`src/rtl/quad_pkg.sv`:
```
// Shared definitions for the quadrature step decoder: FSM states, Gray-order
// constants and the transition classifier used by the decode stage.
package quad_pkg;

  typedef enum logic [0:0] {
    S_INIT = 1'b0,
    S_RUN  = 1'b1
  } quad_state_e;

  typedef enum logic [1:0] {
    TR_NONE = 2'd0,
    TR_FWD  = 2'd1,
    TR_REV  = 2'd2,
    TR_ILL  = 2'd3
  } quad_tr_e;

  // Forward rotation visits these states in the order 00 -> 01 -> 11 -> 10 -> 00.
  localparam logic [1:0] QS_00 = 2'b00;
  localparam logic [1:0] QS_01 = 2'b01;
  localparam logic [1:0] QS_11 = 2'b11;
  localparam logic [1:0] QS_10 = 2'b10;

  // Classify a {prev,new} pair of filtered {A,B} values.
  function automatic quad_tr_e quad_classify(input logic [1:0] prev_ab,
                                             input logic [1:0] new_ab);
    quad_tr_e tr;
    tr = TR_ILL;
    if (prev_ab == new_ab) begin
      tr = TR_NONE;
    end else begin
      case (prev_ab)
        QS_00:   tr = (new_ab == QS_01) ? TR_FWD : ((new_ab == QS_10) ? TR_REV : TR_ILL);
        QS_01:   tr = (new_ab == QS_11) ? TR_FWD : ((new_ab == QS_00) ? TR_REV : TR_ILL);
        QS_11:   tr = (new_ab == QS_10) ? TR_FWD : ((new_ab == QS_01) ? TR_REV : TR_ILL);
        QS_10:   tr = (new_ab == QS_00) ? TR_FWD : ((new_ab == QS_11) ? TR_REV : TR_ILL);
        default: tr = TR_ILL;
      endcase
    end
    return tr;
  endfunction

endpackage

```
`src/rtl/quad_glitch_filter.sv`:
```
// One encoder channel: flop-chain synchroniser followed by a stability
// counter. A change on the synchronised input is accepted only after it has
// held for FILT_LEN consecutive cycles. load_i forces the filtered value to
// the current synchroniser output (used once when decoding starts).
module quad_glitch_filter
  import quad_pkg::*;
#(
  parameter int SYNC_STAGES = 2,
  parameter int FILT_LEN    = 4
) (
  input  logic clk,
  input  logic rst_n,
  input  logic sig_i,
  input  logic load_i,
  output logic sync_o,
  output logic filt_o
);

  localparam int CNT_W = (FILT_LEN > 1) ? $clog2(FILT_LEN) : 1;
  localparam logic [CNT_W-1:0] CNT_LAST = CNT_W'(FILT_LEN - 1);
  localparam logic [CNT_W-1:0] CNT_ONE  = CNT_W'(1);

  logic [SYNC_STAGES-1:0] sync_q;
  logic [CNT_W-1:0]       cnt_q;
  logic [CNT_W-1:0]       cnt_d;
  logic                   filt_q;
  logic                   filt_d;
  logic                   sync_s;

  assign sync_s = sync_q[SYNC_STAGES-1];
  assign sync_o = sync_s;
  assign filt_o = filt_q;

  // Shift the asynchronous input through the synchroniser chain.
  always_ff @(posedge clk or negedge rst_n) begin
    if (!rst_n) begin
      sync_q <= '0;
    end else begin
      sync_q <= {sync_q[SYNC_STAGES-2:0], sig_i};
    end
  end

  // Stability counter: restart on agreement, accept after FILT_LEN mismatches.
  always_comb begin
    filt_d = filt_q;
    cnt_d  = cnt_q;
    if (load_i) begin
      filt_d = sync_s;
      cnt_d  = '0;
    end else if (sync_s == filt_q) begin
      cnt_d = '0;
    end else if (cnt_q == CNT_LAST) begin
      filt_d = sync_s;
      cnt_d  = '0;
    end else begin
      cnt_d = cnt_q + CNT_ONE;
    end
  end

  // Register filtered value and stability count.
  always_ff @(posedge clk or negedge rst_n) begin
    if (!rst_n) begin
      filt_q <= 1'b0;
      cnt_q  <= '0;
    end else begin
      filt_q <= filt_d;
      cnt_q  <= cnt_d;
    end
  end

endmodule

```
`src/rtl/quad_step_decoder.sv`:
```
// Quadrature-encoder front end: synchronise and filter A/B, decode Gray
// transitions into a one-cycle step pulse plus direction level, and count
// illegal double-bit transitions in a saturating counter.
// Build option: QUAD_X4_EN defined -> step on every legal transition;
// undefined -> step only when entering state 00 (one count per cycle).
module quad_step_decoder
  import quad_pkg::*;
#(
  parameter int SYNC_STAGES = 2,
  parameter int FILT_LEN    = 4,
  parameter int ERR_W       = 8
) (
  input  logic             clk,
  input  logic             rst_n,
  input  logic             a_in,
  input  logic             b_in,
  input  logic             clear_err,
  output logic             step,
  output logic             dir,
  output logic             err,
  output logic [ERR_W-1:0] err_count,
  output logic [1:0]       ab_state
);

  localparam int INIT_CYC = SYNC_STAGES + FILT_LEN;
  localparam int INIT_W   = $clog2(INIT_CYC + 1);
  localparam logic [INIT_W-1:0] INIT_LAST = INIT_W'(INIT_CYC - 1);
  localparam logic [INIT_W-1:0] INIT_ONE  = INIT_W'(1);
  localparam logic [ERR_W-1:0]  ERR_ONE   = ERR_W'(1);

  quad_state_e      state_q, state_d;
  logic [INIT_W-1:0] init_cnt_q, init_cnt_d;
  logic             step_q, step_d;
  logic             dir_q, dir_d;
  logic             err_q, err_d;
  logic [ERR_W-1:0] err_cnt_q, err_cnt_d;
  logic [1:0]       ab_q, ab_d;

  logic             load_s;
  logic             a_sync_s, b_sync_s;
  logic             a_filt_s, b_filt_s;
  logic [1:0]       filt_ab_s;
  logic             step_gate_s;
  quad_tr_e         tr_s;

  quad_glitch_filter #(
    .SYNC_STAGES (SYNC_STAGES),
    .FILT_LEN    (FILT_LEN)
  ) u_filt_a (
    .clk    (clk),
    .rst_n  (rst_n),
    .sig_i  (a_in),
    .load_i (load_s),
    .sync_o (a_sync_s),
    .filt_o (a_filt_s)
  );

  quad_glitch_filter #(
    .SYNC_STAGES (SYNC_STAGES),
    .FILT_LEN    (FILT_LEN)
  ) u_filt_b (
    .clk    (clk),
    .rst_n  (rst_n),
    .sig_i  (b_in),
    .load_i (load_s),
    .sync_o (b_sync_s),
    .filt_o (b_filt_s)
  );

  assign filt_ab_s = {a_filt_s, b_filt_s};
  assign tr_s      = quad_classify(ab_q, filt_ab_s);

`ifdef QUAD_X4_EN
  assign step_gate_s = 1'b1;
`else
  assign step_gate_s = (filt_ab_s == QS_00);
`endif

  // FSM next state, start-up load and Gray decode.
  always_comb begin
    state_d    = state_q;
    init_cnt_d = init_cnt_q;
    load_s     = 1'b0;
    step_d     = 1'b0;
    err_d      = 1'b0;
    dir_d      = dir_q;
    ab_d       = ab_q;
    case (state_q)
      S_INIT: begin
        if (init_cnt_q == INIT_LAST) begin
          load_s     = 1'b1;
          ab_d       = {a_sync_s, b_sync_s};
          init_cnt_d = '0;
          state_d    = S_RUN;
        end else begin
          init_cnt_d = init_cnt_q + INIT_ONE;
        end
      end
      S_RUN: begin
        ab_d = filt_ab_s;
        case (tr_s)
          TR_FWD: begin
            dir_d  = 1'b1;
            step_d = step_gate_s;
          end
          TR_REV: begin
            dir_d  = 1'b0;
            step_d = step_gate_s;
          end
          TR_ILL:  err_d = 1'b1;
          TR_NONE: err_d = 1'b0;
          default: err_d = 1'b0;
        endcase
      end
      default: begin
        state_d    = S_INIT;
        init_cnt_d = '0;
      end
    endcase
  end

  // Saturating error count; a clear wins over a same-cycle error.
  always_comb begin
    err_cnt_d = err_cnt_q;
    if (clear_err) begin
      err_cnt_d = '0;
    end else if (err_d && (err_cnt_q != {ERR_W{1'b1}})) begin
      err_cnt_d = err_cnt_q + ERR_ONE;
    end else begin
      err_cnt_d = err_cnt_q;
    end
  end

  // State and output registers.
  always_ff @(posedge clk or negedge rst_n) begin
    if (!rst_n) begin
      state_q    <= S_INIT;
      init_cnt_q <= '0;
      step_q     <= 1'b0;
      dir_q      <= 1'b1;
      err_q      <= 1'b0;
      err_cnt_q  <= '0;
      ab_q       <= QS_00;
    end else begin
      state_q    <= state_d;
      init_cnt_q <= init_cnt_d;
      step_q     <= step_d;
      dir_q      <= dir_d;
      err_q      <= err_d;
      err_cnt_q  <= err_cnt_d;
      ab_q       <= ab_d;
    end
  end

  assign step      = step_q;
  assign dir       = dir_q;
  assign err       = err_q;
  assign err_count = err_cnt_q;
  assign ab_state  = ab_q;

endmodule

```
`config.mk`:
```
export PLATFORM = sky130hd
export DESIGN_NAME = quad_step_decoder
export DESIGN_NICKNAME = d
export VERILOG_FILES = /design/src/rtl/quad_pkg.sv /design/src/rtl/quad_glitch_filter.sv /design/src/rtl/quad_step_decoder.sv
export SDC_FILE = /design/constraint.sdc
export NUM_CORES = 1
export LEC_CHECK = 0
export CAP_MARGIN = 20
export CORE_MARGIN = 4
export CORE_UTILIZATION = 53
export DETAILED_ROUTE_END_ITERATION = 7
export GPL_TIMING_DRIVEN = 0
export PLACE_DENSITY_LB_ADDON = 0.2
export SLEW_MARGIN = 20
export SYNTH_ARGS = -nofsm -noshare
export SYNTH_HDL_FRONTEND = slang
export SYNTH_SLANG_ARGS = --single-unit
```
`constraint.sdc`:
```
create_clock -name clk -period 2.46 [get_ports clk]
set_input_delay 0.246 -clock clk [delete_from_list [all_inputs] [get_ports clk]]
set_output_delay 0.246 -clock clk [all_outputs]
set_load 0.02 [all_outputs]
```
==> results of run 1 <==
-- final cells by class --
cell class	instances	area (um2)
multi-input cells	81	594
well taps	28	35.0
clock buffers	3	22.5
repair buffers	17	165
flip-flops and latches	27	677
fillers	181	753
inverters	2	7.51
clock inverters	1	5.00
plain buffers	3	16.3
-- kinds of logic (layout without fill, tap and decap cells) --
group,count (synthesis),count (layout)
mux,10,10
xor+xnor,5,5
buf+inv,5,26
flops,27,27
fa+ha+maj,5,5
simple gates,46,46
compound gates,15,15
-- per-layer routing --
layer	share of wire, %	vias to the layer above
met3	4.4	4
met5	0	-
li1	-	438
met4	1.3	0
met1	46	421
met2	48	24
-- worst max-delay path: stages, from the launching register on --
cell and delay [ns]:
dfrtp_1 0.38, buf_2 0.17, nand2_1 0.09, o21ai_0 0.08, o21ai_0 0.23, ha_1 0.29
nand4_1 0.21, nor3_1 0.23, mux2i_1 0.21, nor2_1 0.05
-- report_power, final --
part           total (uW)  internal [uW]  switching [uW]  leakage [uW]
clock                 186           60.9             125     0.0000177
sequential            621            546            74.5      0.000343
combinational         571            273             298      0.000292
-- worst max-delay path by stage --
| stage | start | to | cells after the start |
|---|---|---|---|
| floorplan | ab_state[1] | err_count[6] | 8 |
| global placement | u_filt_a.filt_o | err_count[6] | 9 |
| detailed placement | u_filt_a.filt_o | err_count[6] | 9 |
| CTS | u_filt_a.filt_o | err_count[6] | 9 |
| global route | u_filt_a.filt_o | err_count[7] | 9 |
| finish | u_filt_a.filt_o | err_count[6] | 9 |
-- stage by stage --
stage	util (%)	instances	cell area (um2)	worst slack (ns)
6_report	66.9	162	1520	0.413
5_1_grt	66.9	162	1520	0.175
3_5_place_dp	65.3	157	1490	0.421
3_3_place_gp	65.5	157	1490	0.457
2_1_floorplan	-	113	1290	0.630
4_1_cts	66.9	162	1520	0.402
-- sequential cells by signal, indices dropped and copies added (netlist names) --
signal,cells
init_cnt_q,3
u_filt_b.sync_q,2
u_filt_a.filt_o,1
dir,1
u_filt_b.cnt_q,2
err,1
step,1
state_q,1
u_filt_a.cnt_q,2
ab_state,2
u_filt_a.sync_q,2
u_filt_b.filt_o,1
err_count,8
-- cells in the final DEF (no fill, tap or decap), types with 2 or more instances in the layout --
cell / Yosys / routed
a21oi_1: 2 / 2
buf_2: 1 / 2
clkbuf_4: 0 / 3
clkdlybuf4s50_1: 0 / 15
dfrtp_1: 26 / 26
ha_1: 5 / 5
inv_1: 2 / 2
mux2_1: 3 / 3
mux2_2: 2 / 2
mux2i_1: 5 / 5
nand2_1: 9 / 9
nand2b_1: 3 / 3
nand3_1: 3 / 3
nand4_1: 2 / 2
nor2_1: 10 / 10
nor3_1: 3 / 3
nor3b_1: 2 / 2
nor4_1: 2 / 2
o21ai_0: 8 / 8
or2b_1: 2 / 2
xnor2_1: 4 / 4
==> metrics.txt, run 1 <==
Yosys top cell by area=dfrtp_1; CP endpoint kind=register; Synth Area in Simple Gates=roughly 22%; IO Pins=18; met3 GRT Util=2.04%; Synth Net Count=approximately 120; sequential-to-total area share from yosys stat=around 52%; worst vdd ir=0.601 mV; cts hold-fix bufs=1; met1 GRT Util=18.9%; CTS Buffer Depth=2; Startpoint Class=register; maxcap violations=0; hold wc startpoint=clear_err; Final min period=2.05 ns; synth cell count leaders=26 x dfrtp_1, 10 x nor2_1, 9 x nand2_1; Placer Congestion=between 0.7 and 0.8; synth top area cells=dfrtp_1 50%, ha_1 4.8%, mux2i_1 3.9%, o21ai_0 3.1%, nor2_1 2.9%; layer carrying the most global-route usage=met2; yosys warns=0; Yosys cell types=38; Die Width=57.4 um; CORE AREA=2280 um2; Synth Area in Compound Gates=roughly 7.1%; Final setup viols=0; routed vias/inst=around 5.5; largest net degree at the start of global routing=28; initial antenna violation count=0; FP Rows=17; R2R Path End=err_count[6]; worst path required time=2.68 ns; Synth Instances=between 100 and 150; reg-to-reg setup timing slack=roughly 0.41 ns; Detailed Place HPWL=between 1.5 and 2 mm; clock sink count=27; Power Dens Cells=approximately 910 nW/um2; period utilisation layout=just over 80%; Synth Flop Type=dfrtp_1; Post-synth ARST share=100%; Yosys top cell area share=between 50 and 60%; Synth-to-Final Area Change=17.6%; worst hold path type=input pin to register; root buffer cell=clkbuf_4; Antenna diodes=0; Reg2Reg Depth=9; Slew headroom=61.3%; DRT antenna net count=0; die area=3300 um2; met2 usage=24.7%; I/O Buffers=16; Global Route Usage Sum=14.4%; setup TNS=0 ns; Power Total=1380 uW; Setup Crit Path Kind=register to register; drt initial violations=17; RSZ-0062 raised after global routing=no; area share of fa/ha/maj cells after synthesis=slightly below 5%; first-pass GRT wire length=between 3 and 4 mm; drt drc=0; Initial Util=between 50% and 60%; Synth Cell Area=1290 um2; number of CTS-inserted buffers=3; Yosys reg bits=27; most frequent cell after synthesis=dfrtp_1; postcts setup bufs=0; routed len/inst=~13 um; Hold Crit Endpoint=err_count[5]; EDFF count, synth=0; Slew Limit Fails=0; Hold Vio Cnt, Final=0; mux cell area share after synthesis=under 10%; worst reg2reg path startpoint=u_filt_a.filt_o; Pleak=0.000653 uW; vias=roughly 890; die span in y=around 57 um; Nets=~150; mean post-synth cell area=around 11 um2; Final Skew=between 0.01 and 0.015 ns; clock slew at reported path FFs=~0.15 ns; Hold WS=approximately 0.25 ns; f_max=489 MHz; cts repair resizes=0; Congestion Overflow GR=0; status=completed; WL final=approximately 2.2 mm; Critical Path Fanout Max=10; layout cells sized above 1=approximately an eighth; H-tree levels=1; Synth Area in XOR/XNOR=approximately 3.4%; Critical Path AT=around 2.3 ns; 1st-pass router iterations=5; vias in the first global route=about 840; largest family of logic cells by synthesized area=simple AND/OR/NAND/NOR gates; TritonCTS clock tree=done; hold path depth=2; Worst-Margin Slew=a little under 0.6 ns; Skew-Pair Late Insertion Delay=about 0.32 ns
No activity file was read; power rests on OpenSTA's default activity.
==> inputs of run 2 (changes only) <==
CORE_UTILIZATION = 48   (was 53)
clock period = 1.8 ns   (was 2.46 ns; I/O delays follow)
==> run 2 against run 1 <==
- final cell count up 2.5%
- highest routed layer unchanged
- non-clock buffer count up 2
- sequential share of layout area down 1.5 points
- first-iteration DRC count up 100%
- critical path depth down 1
- clock skew down 0.0077 ns
- largest cell class unchanged
- critical endpoint unchanged
- largest power group unchanged
- die area up 8.9%
==> metrics.txt, run 2 (synthesized netlist as in run 1, its figures left out) <==
Reg area=679 um2 (+0.37%); maxcap violations=0 (unchanged); DRT antenna net count=0 (unchanged); first-pass GRT wire length=3.59 mm (-4.4%); Antenna diodes=0 (unchanged); WL final=2.18 mm (+0.83%); Layout Cells excl Fill=166 (+2.5%); Worst-Margin Slew=0.561 ns (-0.0198 ns); commonest non-fill, non-tap cells in the layout=24 x dfrtp_1, 15 x clkdlybuf4s50_1, 10 x nor2_1; Power Dens Cells=1250 nW/um2 (+38%); most common cell after layout, fill and taps aside=dfrtp_1; Final setup viols=0 (unchanged); number of CTS-inserted buffers=3 (unchanged); f_max=561 MHz (+15%); Skew-Pair Late Insertion Delay=0.32 ns (about the same); Final Skew=0.00635 ns (-0.00771 ns); placed cells=159 (+1.3%); worst vdd ir=0.937 mV (+56%); die span in y=59.9 um (+4.4%); max FFs per register=8 (unchanged); H-tree levels=1 (unchanged); Initial Util=51.3% (-5.6 points); TritonCTS clock tree=done; CP endpoint kind=register; die area=3590 um2 (+8.9%); drt initial violations=34 (+17); Final min period=1.78 ns (-0.263 ns); Congestion Overflow GR=0 (unchanged); CORE AREA=2520 um2 (+11%); IO Pins=18 (unchanged); clock sink count=27 (unchanged); vias=887 (unchanged); Critical Path AT=1.98 ns (-0.29 ns); Setup Crit Path Kind=register to register; reg-to-reg setup timing slack=0.02 ns (-0.40 ns); Die Width=59.9 um (+4.4%); multi-input logic area=633 um2 (+6.5%); worst path required time=2.00 ns (-0.68 ns); Nets=147 (+1.4%); clock slew at reported path FFs=0.14 ns (about the same); Setup WS pre-CTS=-0.138 ns (-0.559 ns); root buffer cell=clkbuf_4; vias in the first global route=825 (-2.3%); Global Route Usage Sum=13.1% (-1.3 points); largest net degree at the start of global routing=28 (unchanged); 1st-pass router iterations=4 (-1); status=completed; Slew headroom=62.6% (+1.3 points); Pleak=0.000688 uW (+5.4%); Slew Limit Fails=0 (unchanged); routed vias/inst=5.34 (-2.4%); worst hold path type=input pin to register; post-route setup slack=0.0167 ns (-0.397 ns); CTS Buffer Depth=2 (unchanged); RSZ-0062 raised after global routing=yes; Synth-to-Final Area Change=22.2%; Critical Path Fanout Max=8 (-2); I/O Buffers=16 (unchanged); Detailed Place HPWL=1.63 mm (-1.1%); fill cell count=210 (+16%); worst reg2reg path startpoint=u_filt_a.filt_o; R2R Path End=err_count[6]; FP Rows=18 (+1); Hold Vio Cnt, Final=0 (unchanged); drt drc=0 (unchanged); Startpoint Class=register; initial antenna violation count=0 (unchanged); crit path from=u_filt_a.filt_o; Reg2Reg Depth=8 (-1); Placer Congestion=0.831 (+6.1%); layout cells sized above 1=19.9% (+7.9 points); crit path capture=err_count[6]; period utilisation layout=99.1% (+16 points); routed len/inst=13.1 um (-1.6%)
## run 2: timing repair
action,4_1_cts,5_1_grt
endpoints found under the hold margin,26,0
setup endpoints to repair,5,7
pin swaps,5,7
gates resized for setup,5,9
setup buffers,2,1
hold buffers,1,0
## run 2: how the worst min path moves through the flow
| stage | from | end | slack (ns) | cells past startpoint |
|---|---|---|---|---|
| 6_report | clear_err | err_count[1] | 0.24 | 2 |
| 5_1_grt | clear_err | err_count[3] | 0.25 | 2 |
| 4_1_cts | clear_err | err_count[1] | 0.21 | 2 |
| 3_5_place_dp | rst_n | u_filt_b.cnt_q[0] | 0.21 | 1 |
| 3_3_place_gp | u_filt_a.sync_q[0] | u_filt_a.sync_q[1] | 0.33 | 0 |
| 2_1_floorplan | rst_n | ab_state[0] | -0.12 | 0 |
## run 2: routing by layer
| metal | up-vias | routed length, um | share of wire (%) | track usage (%) |
|---|---|---|---|---|
| li1 | 443 | - | - | - |
| met1 | 423 | 1060 | 49 | 19.2 |
| met2 | 19 | 1010 | 46 | 19.0 |
| met3 | 2 | 97 | 4.5 | 2.81 |
| met4 | 0 | 14 | 0.64 | 4.75 |
| met5 | - | 0 | 0 | 0 |
## run 2: final cells by class
class	count	area share (%)
multi-input combinational	81	40.0
inverter	2	0.474
buffer	2	0.711
timing repair buffer	20	11.9
sequential	27	42.9
clock buffer	4	1.66
tap	30	2.37
## run 2: power breakdown
part	internal (uW)	switching, uW
Combinational	447	398
Clock	86.6	169
Sequential	751	127
## run 2: critical path, stage by stage, from the launching register on
cell,delay [ns]
dfrtp_2,0.48
nand2_2,0.08
o21ai_1,0.06
o21ai_1,0.19
ha_2,0.24
nand4_1,0.18
nor3_2,0.18
mux2i_1,0.20
nor2_1,0.05
## run 2: stage by stage
step | utilization [%] | hold slack, ns | area [um2] | setup TNS, ns | power [uW]
finish | 62.7 | 0.240 | 1580 | 0 | 1980
global route | 62.7 | 0.253 | 1580 | -0.314 | 2140
CTS | 61.4 | 0.207 | 1550 | -0.00859 | 1960
detailed placement | 59.1 | 0.209 | 1490 | -0.463 | 1660
global placement | 59.3 | 0.335 | 1500 | -0.324 | 1620
floorplan | - | -0.116 | 1300 | 0 | 1410
==> inputs of run 3 (changes only) <==
CORE_MARGIN = unset   (was 4)
==> run 3 against run 2 <==
- critical path type unchanged
- clock skew shrank 0.0026 ns
- worst hold slack lost 0.047 ns
- design area grew 0.16%
- sequential share of layout area shrank 0.068 points
- global-route usage grew 4.8 points
- the flow now finishes with violations (negative setup slack)
- maximum frequency shrank 2.0%
- setup slack lost 0.036 ns
- critical path depth is the same
- die area shrank 19%
- combinational power grew 10%
- power grew 5.1%
==> metrics.txt, run 3 (synthesized netlist as in run 1, its figures left out) <==
FP Rows=18 (unchanged); vias=904 (+1.9%); hold path depth=2 (unchanged); Placer Congestion=0.811 (-2.4%); status=finished with violations; placed cells=159 (unchanged); max FFs per register=8 (unchanged); met1 GRT Util=25.8% (+6.5 points); Hold Crit Endpoint=err_count[4]; fin area=1590 um2 (+0.16%); commonest non-fill, non-tap cells in the layout=24 x dfrtp_1, 15 x clkdlybuf4s50_1, 10 x nor2_1; die area=2910 um2 (-19%); worst path required time=2.01 ns (about the same); H-tree levels=1 (unchanged); initial antenna violation count=0 (unchanged); combinational share of power=44.8% (+2.1 points); switching pwr=747 uW (+7.7%); CTS Buffer Depth=2 (unchanged); post-route setup slack=-0.0191 ns (-0.0358 ns); f_max=550 MHz (-2.0%); I/O Buffers=16 (unchanged); Antenna diodes=0 (unchanged); most common cell after layout, fill and taps aside=dfrtp_1; met2 usage=26.7% (+7.8 points); Detailed Place HPWL=1.49 mm (-8.7%); maxcap violations=0 (unchanged); Skew-Pair Late Insertion Delay=0.31 ns (about the same); clock sink count=27 (unchanged); layer carrying the most global-route usage=met2; Worst-Margin Slew=0.581 ns (+0.0194 ns); reg-to-reg setup timing slack=-0.02 ns (-0.04 ns); Slew headroom=61.3% (-1.3 points); die span in y=53.9 um (-10%); Hold Vio Cnt, Final=0 (unchanged); Nets=147 (unchanged); Final Skew=0.00376 ns (-0.00258 ns); Setup Crit Path Kind=register to register; root buffer cell=clkbuf_4; worst hold path type=input pin to register; layout cells sized above 1=19.9% (unchanged); Layout Cells excl Fill=166 (unchanged); TritonCTS clock tree=done; WL final=2.11 mm (-3.0%); largest net degree at the start of global routing=28 (unchanged); Pleak=0.000663 uW (-3.6%); vias in the first global route=825 (unchanged); met3 GRT Util=2.54% (-0.27 points); failing checks=negative setup slack; Critical Path AT=2.03 ns (+0.05 ns); Final setup viols=1 (+1); worst vdd ir=0.808 mV (-14%); CORE AREA=2520 um2 (unchanged); Startpoint Class=register; clock slew at reported path FFs=0.14 ns (about the same); R2R Path End=err_count[4]; Power Dens Cells=1310 nW/um2 (+4.9%); Slew Limit Fails=0 (unchanged); Final min period=1.82 ns (+0.0358 ns); routed len/inst=12.7 um (-3.0%); fill cell count=204 (-2.9%); drt initial violations=17 (-50%); Clk pwr share=12.3% (-0.6 points); Congestion Overflow GR=0 (unchanged); Int Power=1330 uW (+3.7%); worst reg2reg path startpoint=u_filt_a.filt_o; routed vias/inst=5.45 (+1.9%); placed cell areas=1490 um2 (unchanged); hold wc startpoint=clear_err; multi-input logic area=636 um2 (+0.40%); Reg2Reg Depth=8 (unchanged); Critical Path Fanout Max=8 (unchanged); DRT antenna net count=0 (unchanged); RSZ-0062 raised after global routing=yes; Synth-to-Final Area Change=22.4%; IO Pins=18 (unchanged); Initial Util=51.3% (unchanged); number of CTS-inserted buffers=3 (unchanged); switching part of the total=35.9% (+0.85 points); 1st-pass router iterations=4 (unchanged); Die Width=53.9 um (-10%); Reg area=679 um2 (unchanged); sequential power share=42.8% (-1.6 points); first-pass GRT wire length=3.64 mm (+1.4%); period utilisation layout=101% (+2.0 points); Global Route Usage Sum=17.9% (+4.8 points); drt drc=0 (unchanged); CP endpoint kind=register
-- run 3: power by group through the flow --
stage / combinational, uW / clock (uW) / sequential (uW)
after global routing: 1040 / 288 / 924
after floorplan: 495 / 0 / 915
after global placement: 767 / 0 / 853
after detailed placement: 792 / 0 / 865
after CTS: 816 / 268 / 881
final: 932 / 256 / 891
-- run 3: how the worst max path moves through the flow --
stage | startpoint | slack, ns | endpoint
floorplan | u_filt_a.filt_o | 0.008 | err_count[6]
global placement | u_filt_a.filt_o | -0.14 | err_count[6]
detailed placement | u_filt_a.filt_o | -0.22 | err_count[6]
CTS | u_filt_a.filt_o | -0.07 | err_count[6]
global route | u_filt_a.filt_o | -0.13 | err_count[4]
finish | u_filt_a.filt_o | -0.02 | err_count[4]
-- run 3: worst max-delay path, cell delays in order (launching register included) --
cell,delay [ns]
dfrtp_2,0.49
nand2_2,0.10
o21ai_2,0.06
o21ai_2,0.19
ha_4,0.19
nand4_1,0.18
a211oi_2,0.28
xnor2_1,0.15
nor2_1,0.06
-- run 3: metal layers --
metal	share of wire, %	up-vias
met5	0	-
met4	0.57	0
met3	3.7	2
met2	45	21
met1	50	440
li1	-	441
-- run 3: metrics by stage --
stage	utilization, %	setup WS (ns)	power [uW]	TNS (ns)	hold WS, ns
floorplan	-	0.00817	1410	0	-0.116
global placement	59.3	-0.138	1620	-0.360	0.335
detailed placement	59.1	-0.223	1660	-0.803	0.214
CTS	61.3	-0.0725	1960	-0.0725	0.195
global route	62.8	-0.129	2250	-0.255	0.223
finish	62.8	-0.0191	2080	-0.0191	0.194
-- run 3: repair_timing --
action                                  in CTS  in global routing
endpoints found under the hold margin       26                  0
endpoints found under the setup margin       8                  7
resized for setup                            4                  9
hold buffers                                 1                  0
setup buffers                                2                  1
pin swaps                                    4                  8
cloned                                       0                  0
-- run 3: final cells by class --
type,count,share of cell area (%)
multi-input combinational,81,40.1
clock buffer,4,1.66
inverter,2,0.474
buffer,2,0.710
sequential,27,42.9
timing repair buffer,20,11.8
tap,30,2.37
